[src/rtl/gic_slave.sv]
// gic_slave: far end of the GIC link. Decodes nibble-serial requests from the GIC master,
// replays each one as a single classic Wishbone master cycle, then returns the status and,
// for reads, eight data nibbles plus a checksum.
//
// Ports
//   wb_clk_i, wb_rst_ni         clock (also samples the GIC lines), async active-low reset
//   gic_dat_i, gic_cs_i         nibble from the master, bus ownership (1 = slave drives)
//   gic_dat_o                   registered nibble to the master, Idle when not transmitting
//   irq_i                       interrupt vector returned by IRQ queries
//   wb_*                        Wishbone classic master interface
module gic_slave #(
  parameter logic [3:0]  Idle  = 4'b1111,
  parameter int unsigned WbTmo = 255
) (
  input  logic        wb_clk_i,
  input  logic        wb_rst_ni,
  input  logic [3:0]  gic_dat_i,
  output logic [3:0]  gic_dat_o,
  input  logic        gic_cs_i,
  input  logic [31:0] irq_i,
  output logic [31:0] wb_adr_o,
  output logic [31:0] wb_dat_o,
  output logic [3:0]  wb_sel_o,
  output logic        wb_we_o,
  output logic        wb_cyc_o,
  output logic        wb_stb_o,
  output logic [2:0]  wb_cti_o,
  output logic [1:0]  wb_bte_o,
  input  logic [31:0] wb_dat_i,
  input  logic        wb_ack_i,
  input  logic        wb_err_i,
  input  logic        wb_rty_i
);

  typedef enum logic [3:0] {
    RInit, RCmd, RSel, RAdr, RDat, RCks, WBus, TWait, TInit, TResp, TDat, TCks
  } state_e;

  state_e      state_q, state_d;
  logic [2:0]  cnt_q, cnt_d;
  logic [3:0]  cks_q, cks_d, tcks_q, tcks_d;
  logic        we_q, we_d, irq_q, irq_d, rty_q, rty_d;
  logic [3:0]  sel_q, sel_d;
  logic [31:0] adr_q, adr_d, dat_q, dat_d;
  logic        cyc_q, cyc_d;
  logic [7:0]  tmo_q, tmo_d;
  // Buffered last response, replayed verbatim on a retry request.
  logic [1:0]  resp_q, resp_d;
  logic        lwe_q, lwe_d;
  logic [31:0] rdata_q, rdata_d;
  logic [3:0]  out_q, out_d;

  logic [3:0]  last_tag;
  logic        r_abort;

  // The final nibble of every 8-nibble field is salted into the checksum.
  assign last_tag = (cnt_q == 3'd0) ? 4'b1100 : 4'b0000;
  assign r_abort  = gic_cs_i && (state_q inside {RCmd, RSel, RAdr, RDat, RCks});

  always_comb begin
    state_d = state_q;
    cnt_d   = cnt_q;
    cks_d   = cks_q;
    tcks_d  = tcks_q;
    we_d    = we_q;
    irq_d   = irq_q;
    rty_d   = rty_q;
    sel_d   = sel_q;
    adr_d   = adr_q;
    dat_d   = dat_q;
    cyc_d   = cyc_q;
    tmo_d   = tmo_q;
    resp_d  = resp_q;
    lwe_d   = lwe_q;
    rdata_d = rdata_q;
    out_d   = Idle;

    if (r_abort) begin
      state_d = RInit;
    end else begin
      unique case (state_q)
        RInit: if (!gic_cs_i && gic_dat_i == 4'b1010) state_d = RCmd;
        RCmd: begin
          we_d    = gic_dat_i[3];
          irq_d   = gic_dat_i[2];
          rty_d   = gic_dat_i[1];
          state_d = RSel;
        end
        RSel: begin
          sel_d   = gic_dat_i;
          cks_d   = gic_dat_i;
          cnt_d   = 3'd7;
          state_d = RAdr;
        end
        RAdr: begin
          adr_d[{cnt_q, 2'b00} +: 4] = gic_dat_i;
          cks_d = cks_q ^ gic_dat_i ^ last_tag;
          cnt_d = cnt_q - 3'd1;  // wraps to 7, ready for the data field
          if (cnt_q == 3'd0) state_d = we_q ? RDat : RCks;
        end
        RDat: begin
          dat_d[{cnt_q, 2'b00} +: 4] = gic_dat_i;
          cks_d = cks_q ^ gic_dat_i ^ last_tag;
          cnt_d = cnt_q - 3'd1;
          if (cnt_q == 3'd0) state_d = RCks;
        end
        RCks: begin
          state_d = TWait;
          if (rty_q) begin
            // replay: leave the response buffer untouched
          end else if (gic_dat_i != cks_q) begin
            resp_d  = 2'b01;
            lwe_d   = we_q;
            rdata_d = '0;
          end else if (irq_q) begin
            resp_d  = 2'b00;
            lwe_d   = 1'b0;
            rdata_d = irq_i;
          end else begin
            cyc_d   = 1'b1;
            tmo_d   = '0;
            state_d = WBus;
          end
        end
        WBus: begin
          tmo_d = tmo_q + 8'd1;
          lwe_d = we_q;
          if (wb_ack_i || wb_err_i || wb_rty_i || tmo_q == 8'(WbTmo - 1)) begin
            cyc_d   = 1'b0;
            state_d = TWait;
            rdata_d = '0;
            if (wb_ack_i) begin
              resp_d = 2'b00;
              if (!we_q) rdata_d = wb_dat_i;
            end else if (wb_err_i) begin
              resp_d = 2'b10;
            end else if (wb_rty_i) begin
              resp_d = 2'b11;
            end else begin
              resp_d = 2'b10;  // timeout
            end
          end
        end
        TWait: if (gic_cs_i) state_d = TInit;
        TInit: state_d = TResp;
        TResp: begin
          cnt_d   = 3'd7;
          tcks_d  = '0;
          state_d = lwe_q ? RInit : TDat;
        end
        TDat: begin
          tcks_d = tcks_q ^ rdata_q[{cnt_q, 2'b00} +: 4] ^ last_tag;
          cnt_d  = cnt_q - 3'd1;
          if (cnt_q == 3'd0) state_d = TCks;
        end
        TCks: state_d = RInit;
        default: state_d = RInit;
      endcase
    end

    // Output is registered, so it is chosen from the state being entered.
    unique case (state_d)
      TInit:   out_d = 4'b0101;
      TResp:   out_d = {resp_d, 2'b00};
      TDat:    out_d = rdata_d[{cnt_d, 2'b00} +: 4];
      TCks:    out_d = tcks_d;
      default: out_d = Idle;
    endcase
  end

  always_ff @(posedge wb_clk_i or negedge wb_rst_ni) begin
    if (!wb_rst_ni) begin
      state_q <= RInit;
      cnt_q   <= '0;
      cks_q   <= '0;
      tcks_q  <= '0;
      we_q    <= 1'b0;
      irq_q   <= 1'b0;
      rty_q   <= 1'b0;
      sel_q   <= '0;
      adr_q   <= '0;
      dat_q   <= '0;
      cyc_q   <= 1'b0;
      tmo_q   <= '0;
      resp_q  <= '0;
      lwe_q   <= 1'b0;
      rdata_q <= '0;
      out_q   <= Idle;
    end else begin
      state_q <= state_d;
      cnt_q   <= cnt_d;
      cks_q   <= cks_d;
      tcks_q  <= tcks_d;
      we_q    <= we_d;
      irq_q   <= irq_d;
      rty_q   <= rty_d;
      sel_q   <= sel_d;
      adr_q   <= adr_d;
      dat_q   <= dat_d;
      cyc_q   <= cyc_d;
      tmo_q   <= tmo_d;
      resp_q  <= resp_d;
      lwe_q   <= lwe_d;
      rdata_q <= rdata_d;
      out_q   <= out_d;
    end
  end

  assign gic_dat_o = out_q;
  assign wb_adr_o  = adr_q;
  assign wb_dat_o  = dat_q;
  assign wb_sel_o  = sel_q;
  assign wb_we_o   = we_q & cyc_q;
  assign wb_cyc_o  = cyc_q;
  assign wb_stb_o  = cyc_q;
  assign wb_cti_o  = 3'b000;
  assign wb_bte_o  = 2'b00;

endmodule

[config.mk]
export PLATFORM = sky130hd
export DESIGN_NAME = gic_slave
export DESIGN_NICKNAME = d
export VERILOG_FILES = /design/src/rtl/gic_slave.sv
export SDC_FILE = /design/constraint.sdc
export NUM_CORES = 1
export LEC_CHECK = 0
export ABC_AREA = 1
export BUFFER_PORTS_ARGS = -buffer_cell sky130_fd_sc_hd__buf_4
export CORE_MARGIN = 3
export CORE_UTILIZATION = 50
export CTS_BUF_LIST = sky130_fd_sc_hd__clkbuf_8
export DETAILED_ROUTE_END_ITERATION = 16
export PLACE_DENSITY = 0.77
export SETUP_SLACK_MARGIN = 0.1
export SLEW_MARGIN = 10
export SYNTH_ARGS = -nofsm -noshare
export SYNTH_HDL_FRONTEND = slang
export SYNTH_SLANG_ARGS = --single-unit
[constraint.sdc]
create_clock -name wb_clk_i -period 2.1 [get_ports wb_clk_i]
set_input_delay 0 -clock wb_clk_i [delete_from_list [all_inputs] [get_ports wb_clk_i]]
set_output_delay 0 -clock wb_clk_i [all_outputs]
set_load 0.005 [all_outputs]
# Word-level counts from Yosys, hierarchy flattened
# Cells that the tools add are included.
# classes
eq_ne,22
shift,4
n_reduce_logical,22
n_lt_le_gt_ge,0
multipliers,0
bitwise_logic,6
n_addsub,3
n_div,0
muxes,52
# ops
operator,n
two-way mux 32 bit,7
bitwise mux 32 bit,2
one-hot mux 32 bit (2 select lines),1
indexed part select 32 x 6 -> 4 bit,2
one-hot mux 4 bit (11 select lines),1
two-way mux 4 bit,10
equality test 4 bit (second input constant),8
variable shift 4 x 7 -> 32 bit (first input constant),1
indexed part select 4 x 7 -> 32 bit,1
two-way mux 8 bit,3
equality test 4 x 3 -> 1 bit (second input constant),4
one-hot mux 4 bit (2 select lines),2
one-hot mux 4 bit (4 select lines),1
one-hot mux 8 bit (2 select lines),1
XOR 4 bit,4
two-way mux 1 bit,13
two-way mux 2 bit,6
AND reduction 2 bit,5
adder 8 x 1 -> 8 bit (second input constant),1
equality test 4 x 2 -> 1 bit (second input constant),2
equality test 8 bit (second input constant),1
!= test 2 bit (second input constant),4
negator 5 -> 7 bit,1
one-hot mux 3 bit (2 select lines),1
other kinds (21),27
# word_totals
ram_bits,0
reg_bits,134
mem_count,0
output_inout_bits,80
latch_bits,0
mem_bits_ro,0

# Depth between registers and ports, before layout
# depth
word_depth,8
depth_mapped,17
depth_no_buf,17

# Worst setup path before layout
# No wires, ideal clock.
# synth_path
kind,register to register
from,reg cnt_q[0]
to,"reg dat_q[27], in the netlist wb_dat_o[27]"
path_buffers,4
t_required_ns,1.965
arrival_time_ns,2.187
slack_ns,-0.222
setup_time_ns,0.135
stages_incl_launch_ff,14
cell_sequence,dfrtp_1 > buf_2 > inv_1 > buf_2 > buf_2 > ha_1 > ha_1 > clkbuf_1 > inv_1 > nand3_1 > nor3_1 > nand2_1 > nand2_1 > o21ai_0
# synth_between
elab_chain_len,3
# synth_lines
element,line,text
from (decl),40,"logic [2:0] cnt_q, cnt_d;"
from (signal assigned),191,cnt_q <= cnt_d;
negator 5 -> 7 bit (*),102,"dat_d[{cnt_q, 2'b00} +: 4] = gic_dat_i;"
indexed part select 4 x 7 -> 32 bit / variable shift 4 x 7 -> 32 bit (equally long branches),102,
bitwise mux 32 bit (*),102,
to (signal assigned),199,dat_q <= dat_d;
to (decl),44,"logic [31:0] adr_q, adr_d, dat_q, dat_d;"
# Every way passes the cells marked *; elsewhere a longest branch is shown, timed or not.
# A chain may end at the register's enable or synchronous reset.

# Worst setup path after layout
# layout_path
from,reg state_q[0]
to,"reg out_q[3], in the netlist gic_dat_o[3]"
# layout_between
elab_chain_len,6
# layout_lines
element,line,text
from (decl),39,"state_e state_q, state_d;"
from (signal assigned),173,state_q <= RInit;
from (signal assigned),190,state_q <= state_d;
equality test 4 x 2 -> 1 bit (tied with other cells),"58, 81",
OR reduction 3 bit (no source line) (tied with other cells),--,
one-hot mux 3 bit (2 select lines) / logical AND 1 bit (equally long branches),"81, 58",
two-way mux 3 bit (tied with other cells),78,if (r_abort) begin
indexed part select 32 x 6 -> 4 bit / equality test 4 bit (equally long branches),"165, 162",
one-hot mux 4 bit (4 select lines) (*),162,unique case (state_d)
named net out_d[3],51,"logic [3:0] out_q, out_d;"
to (signal assigned),188,out_q <= Idle;
to (signal assigned),205,out_q <= out_d;
to (decl),51,
# Mark *: on every way through the listed nets, which the timed path passes. The rest lies on a longest branch.

==> run_results.csv <==
group,metric,value,unit
setup_path,cp_cell_sequence,"inv_4 > nor2_4 > buf_4 > inv_1 > nor2_2 > nor2_1 > nand3_1 > nand2_4 > nand2_4 > nand2_8 > buf_6 > nand4_1 > nand3_1 > nand3_1 > nand3_1 > nand2_1",
logic_synthesis,synth_seq_cells,134,
power_and_ir_drop,p_sw,3.869,mW
finish,area_delta_synth_final,49.52,%
hold_path,hp-class,"input pin to flip-flop",
logic_synthesis,synth_top_area_share,43.57,%
global_routing,groute.usage.overall,29.94,%
hold_path,hold_start,"wb_dat_i[6]",
setup_path,cpLargestDelayFamily,"simple AND/OR/NAND/NOR gates",
clock_tree,insertion_delay,460,ps
clock_tree,clockBufferDepth,2,
sta,setup_viol,4,
finish,fillers,972,
setup_path,crit_top_cell,"nand3_1",
power_and_ir_drop,worst_ir_drop_vdd,592.3,µV
logic_synthesis,synth_warnings,0,
setup_path,max_stage_delay,470,ps
global_routing,antenna_found_initial,0,
global_routing,grt_pass1_wl,38.94,mm
setup_path,crit_path_top_delay_cell,"dfrtp_2",
logic_synthesis,netlist_area,0.007466,mm²
detailed_routing,wl,27.10,mm
sta,rsz0062_at_grt,"yes",
hold_path,hold_depth,7,
hold_path,holdPathEnd,"rdata_q[6]",
logic_synthesis,synth.distinct_cells,45,
floorplanning,ios,154,
logic_synthesis,yosys-top-cells-area,"dfrtp_1 (44%), nand2_1 (17%), nand3_1 (7.6%)",
setup_path,regToRegStartpoint,"state_q[0]",
floorplanning,core_area,0.01459,mm²
power_and_ir_drop,power.total,9.525,mW
flow_run,max_cap_violations,0,
floorplanning,rows,44,
placed_design,place_inst,1377,
logic_synthesis,synth_fa_ha_area_share,0.8379,%
sta,fin_skew,11.80,ps
setup_path,rrSetupSlack,-130,ps
clock_tree,cts_made_buffers,17,
finish,nets,1370,
clock_tree,htree_levels,4,
placed_design,port_buffers,148,
floorplanning,dieArea,0.01643,mm²
clock_tree,cts_num_sinks,134,
sta,slew_headroom,57.16,%
setup_path,reg2reg_depth,16,
setup_path,cp_max_fo,7,
floorplanning,die_y,128.2,µm
logic_synthesis,synth_cells,1028,
sta,holdWs,28.50,ps
clock_tree,cts_tree,"yes",
floorplanning,initial_utilization,51.17,%
power_and_ir_drop,power_frac_clock,24.9,%
logic_synthesis,synth_mux_area_share,0,%
setup_path,crit_path_start_kind,"flip-flop",
logic_synthesis,synth_simple_gate_area_share,31.77,%
setup_path,path_buf_inv,4,
logic_synthesis,syn_area_per_cell,7.263,µm²
finish,drive_gt1_share,33.90,%
detailed_routing,drt_iter0_drc,1145,
global_routing,grt_pass1_vias,7859,
setup_path,end_kind,"flip-flop",
detailed_routing,first_pass_iters,7,
global_routing,grt_max_degree,49,
detailed_routing,route.detailed.drc,0,
sta,fmax,449.0,MHz
logic_synthesis,synth_top_area_cell,"dfrtp_1",
setup_path,crit_required,2490,ps
placed_design,place_ws,-15.21,ps
detailed_routing,vias_per_cell,5.774,
outcome,violations,"setup timing",
clock_tree,cts.clk_slew.worst_paths,90,ps
global_routing,overflow,0,
sta,period_share,106.1,%
logic_synthesis,synth_top_family_by_area,"simple AND/OR/NAND/NOR gates",
clock_tree,cts-root-buf,"clkbuf_8",
logic_synthesis,synthXorXnorAreaFrac,0.4692,%
setup_path,critPathKind,"flip-flop to flip-flop",
setup_path,worstPathArrival,2610,ps
finish,finalInstanceArea,0.01116,mm²
detailed_routing,vias,8598,
floorplanning,die_width,128.2,µm
placed_design,hpwlAfterDp,16.52,mm
sta,fin_crit,2227,ps
sta,fin_ws,-127.2,ps
placed_design,gp_congestion,0.9858,
power_and_ir_drop,p_leak,5.454,nW
logic_synthesis,async_reset_ff_share,100.0,%
power_and_ir_drop,seqPwrFrac,31.5,%
setup_path,rr_endpoint,"gic_dat_o[3]",
power_and_ir_drop,power_frac_comb,43.6,%
power_and_ir_drop,swShare,40.62,%
logic_synthesis,synth_edf_count,0,
logic_synthesis,synth_compound_area_share,13.88,%
detailed_routing,wl_per_cell,18.20,µm
power_and_ir_drop,intPower,5.656,mW
sta,tightestPinTransition,642.6,ps
finish,finalNonFillerCells,1489,
detailed_routing,antenna_left,0,
sta,hold_viol_final,0,
placed_design,place_area,0.009190,mm²
power_and_ir_drop,p_per_area,853.2,mW/mm²
logic_synthesis,synthFlopType,"dfrtp_1",
logic_synthesis,seq_area_frac_synth,44.98,%
outcome,outcome,"finished with violations",
sta,maxSlewViolCount,0,
==> worst reg2reg max path, cell delays in order (launching register included) <==
cell and delay (ps):
dfrtp_2 470, inv_4 100, nor2_4 60, buf_4 130
inv_1 60, nor2_2 50, nor2_1 190, nand3_1 180
nand2_4 120, nand2_4 70, nand2_8 110, buf_6 150
nand4_1 140, nand3_1 120, nand3_1 70, nand3_1 90
nand2_1 60
==> cells in the final DEF (no fill, tap or decap), types with 5 or more instances in the layout <==
| cell | n |
|---|---|
| nand2_1 | 277 |
| buf_4 | 207 |
| dfrtp_1 | 127 |
| nand3_1 | 102 |
| o21ai_0 | 86 |
| inv_1 | 77 |
| nand2_2 | 48 |
| dlygate4sd3_1 | 45 |
| nor2_1 | 42 |
| o21ai_1 | 28 |
| a21oi_1 | 25 |
| clkbuf_8 | 17 |
| nor2_4 | 15 |
| nand2_4 | 14 |
| buf_6 | 14 |
| nand2_8 | 12 |
| o21ai_2 | 12 |
| nand3_2 | 11 |
| inv_2 | 11 |
| inv_4 | 7 |
| inv_6 | 7 |
| buf_12 | 7 |
| nor2_2 | 6 |
| a21boi_0 | 5 |
| a21oi_2 | 5 |
| nor3_1 | 5 |
| o2bb2ai_1 | 5 |
| clkinvlp_4 | 5 |
| conb_1 | 5 |
==> layout make-up <==
cell class | instances | area [µm²] | share of cell area (%)
Timing Repair Buffer | 279 | 2425 | 21.72
Sequential cell | 134 | 3362 | 30.12
Clock buffer | 17 | 234.0 | 2.096
Multi-Input combinational cell | 758 | 4285 | 38.39
Inverter | 101 | 431.7 | 3.867
Antenna cell | 1 | 2.502 | 0.02242
Clock inverter | 15 | 192.7 | 1.726
Tap cell | 184 | 230.2 | 2.062
==> power by group through the flow <==
stage	clock [mW]	sequential (mW)	combinational (mW)
6_report	2.38	3.00	4.15
3_3_place_gp	0	3.00	2.97
5_1_grt	2.49	3.02	4.43
4_1_cts	2.38	2.96	3.28
2_1_floorplan	0	2.99	1.91
3_5_place_dp	0	3.00	3.03
==> through the flow <==
step	setup TNS, ps	util, %
4_1_cts	0	70.49
6_report	-432.2	76.52
2_1_floorplan	0	-
3_3_place_gp	0	62.99
3_5_place_dp	-20.28	62.99
5_1_grt	-798.5	76.50
==> registers in the layout, summed over array words and instances (netlist names) <==
name,count
irq_q,1
cks_q,4
state_q,4
rty_q,1
tmo_q,8
gic_dat_o,4
wb_sel_o,4
lwe_q,1
resp_q,2
wb_adr_o,32
wb_cyc_o,1
we_q,1
tcks_q,4
cnt_q,3
wb_dat_o,32
rdata_q,32
==> synthesized netlist by cell type (2+ instances only) <==
library cell / count
buf_6: 2
o21ai_1: 16
or2_2: 2
buf_2: 11
dfstp_2: 4
nand3_1: 113
clkbuf_1: 18
a21oi_1: 30
nor3_1: 12
and2_1: 4
nand3_2: 2
a21boi_0: 9
dfrtp_1: 130
o21ai_0: 112
o21a_1: 2
xor2_1: 2
o22ai_1: 2
nand2_4: 3
nand2_2: 6
o211ai_1: 4
o221ai_1: 3
nor2_1: 55
inv_1: 86
ha_1: 5
clkinv_1: 2
o2bb2ai_1: 6
xnor2_1: 2
buf_4: 9
inv_2: 12
nand4_1: 3
nor2_2: 5
nand2_1: 341
nor2_4: 3
==> timing repair <==
action,CTS,global route
resized for setup,30,194
hold endpoints to repair,71,0
setup buffers,12,18
setup endpoints to repair,44,80
hold buffers,45,0
gates cloned,2,3
pin swaps,6,69
==> metal layers <==
layer	vias up	part of all wire (%)	track usage [%]
met5	-	0	0
met4	0	5.4	12.42
met3	164	10	7.625
met2	594	48	49.37
met1	3967	37	37.43
li1	3873	-	-
==> kinds of logic after synthesis <==
kind of cell,after synthesis
adder cells (fa/ha/maj),5
XOR/XNOR,4
AND/OR/NAND/NOR,554
flip-flops,134
AO/OA/AOI/OAI,188
other,1
buffers and inverters,142
==> worst max-delay path by stage <==
stage	start	end	cells past startpoint
finish	state_q[0]	gic_dat_o[3]	16
global route	state_q[0]	gic_dat_o[3]	16
CTS	state_q[0]	gic_dat_o[1]	13
detailed placement	cks_q[3]	gic_dat_o[1]	14
global placement	cks_q[3]	gic_dat_o[1]	14
floorplan	cnt_q[0]	gic_dat_o[2]	15
No activity file was read; power rests on OpenSTA's default activity.
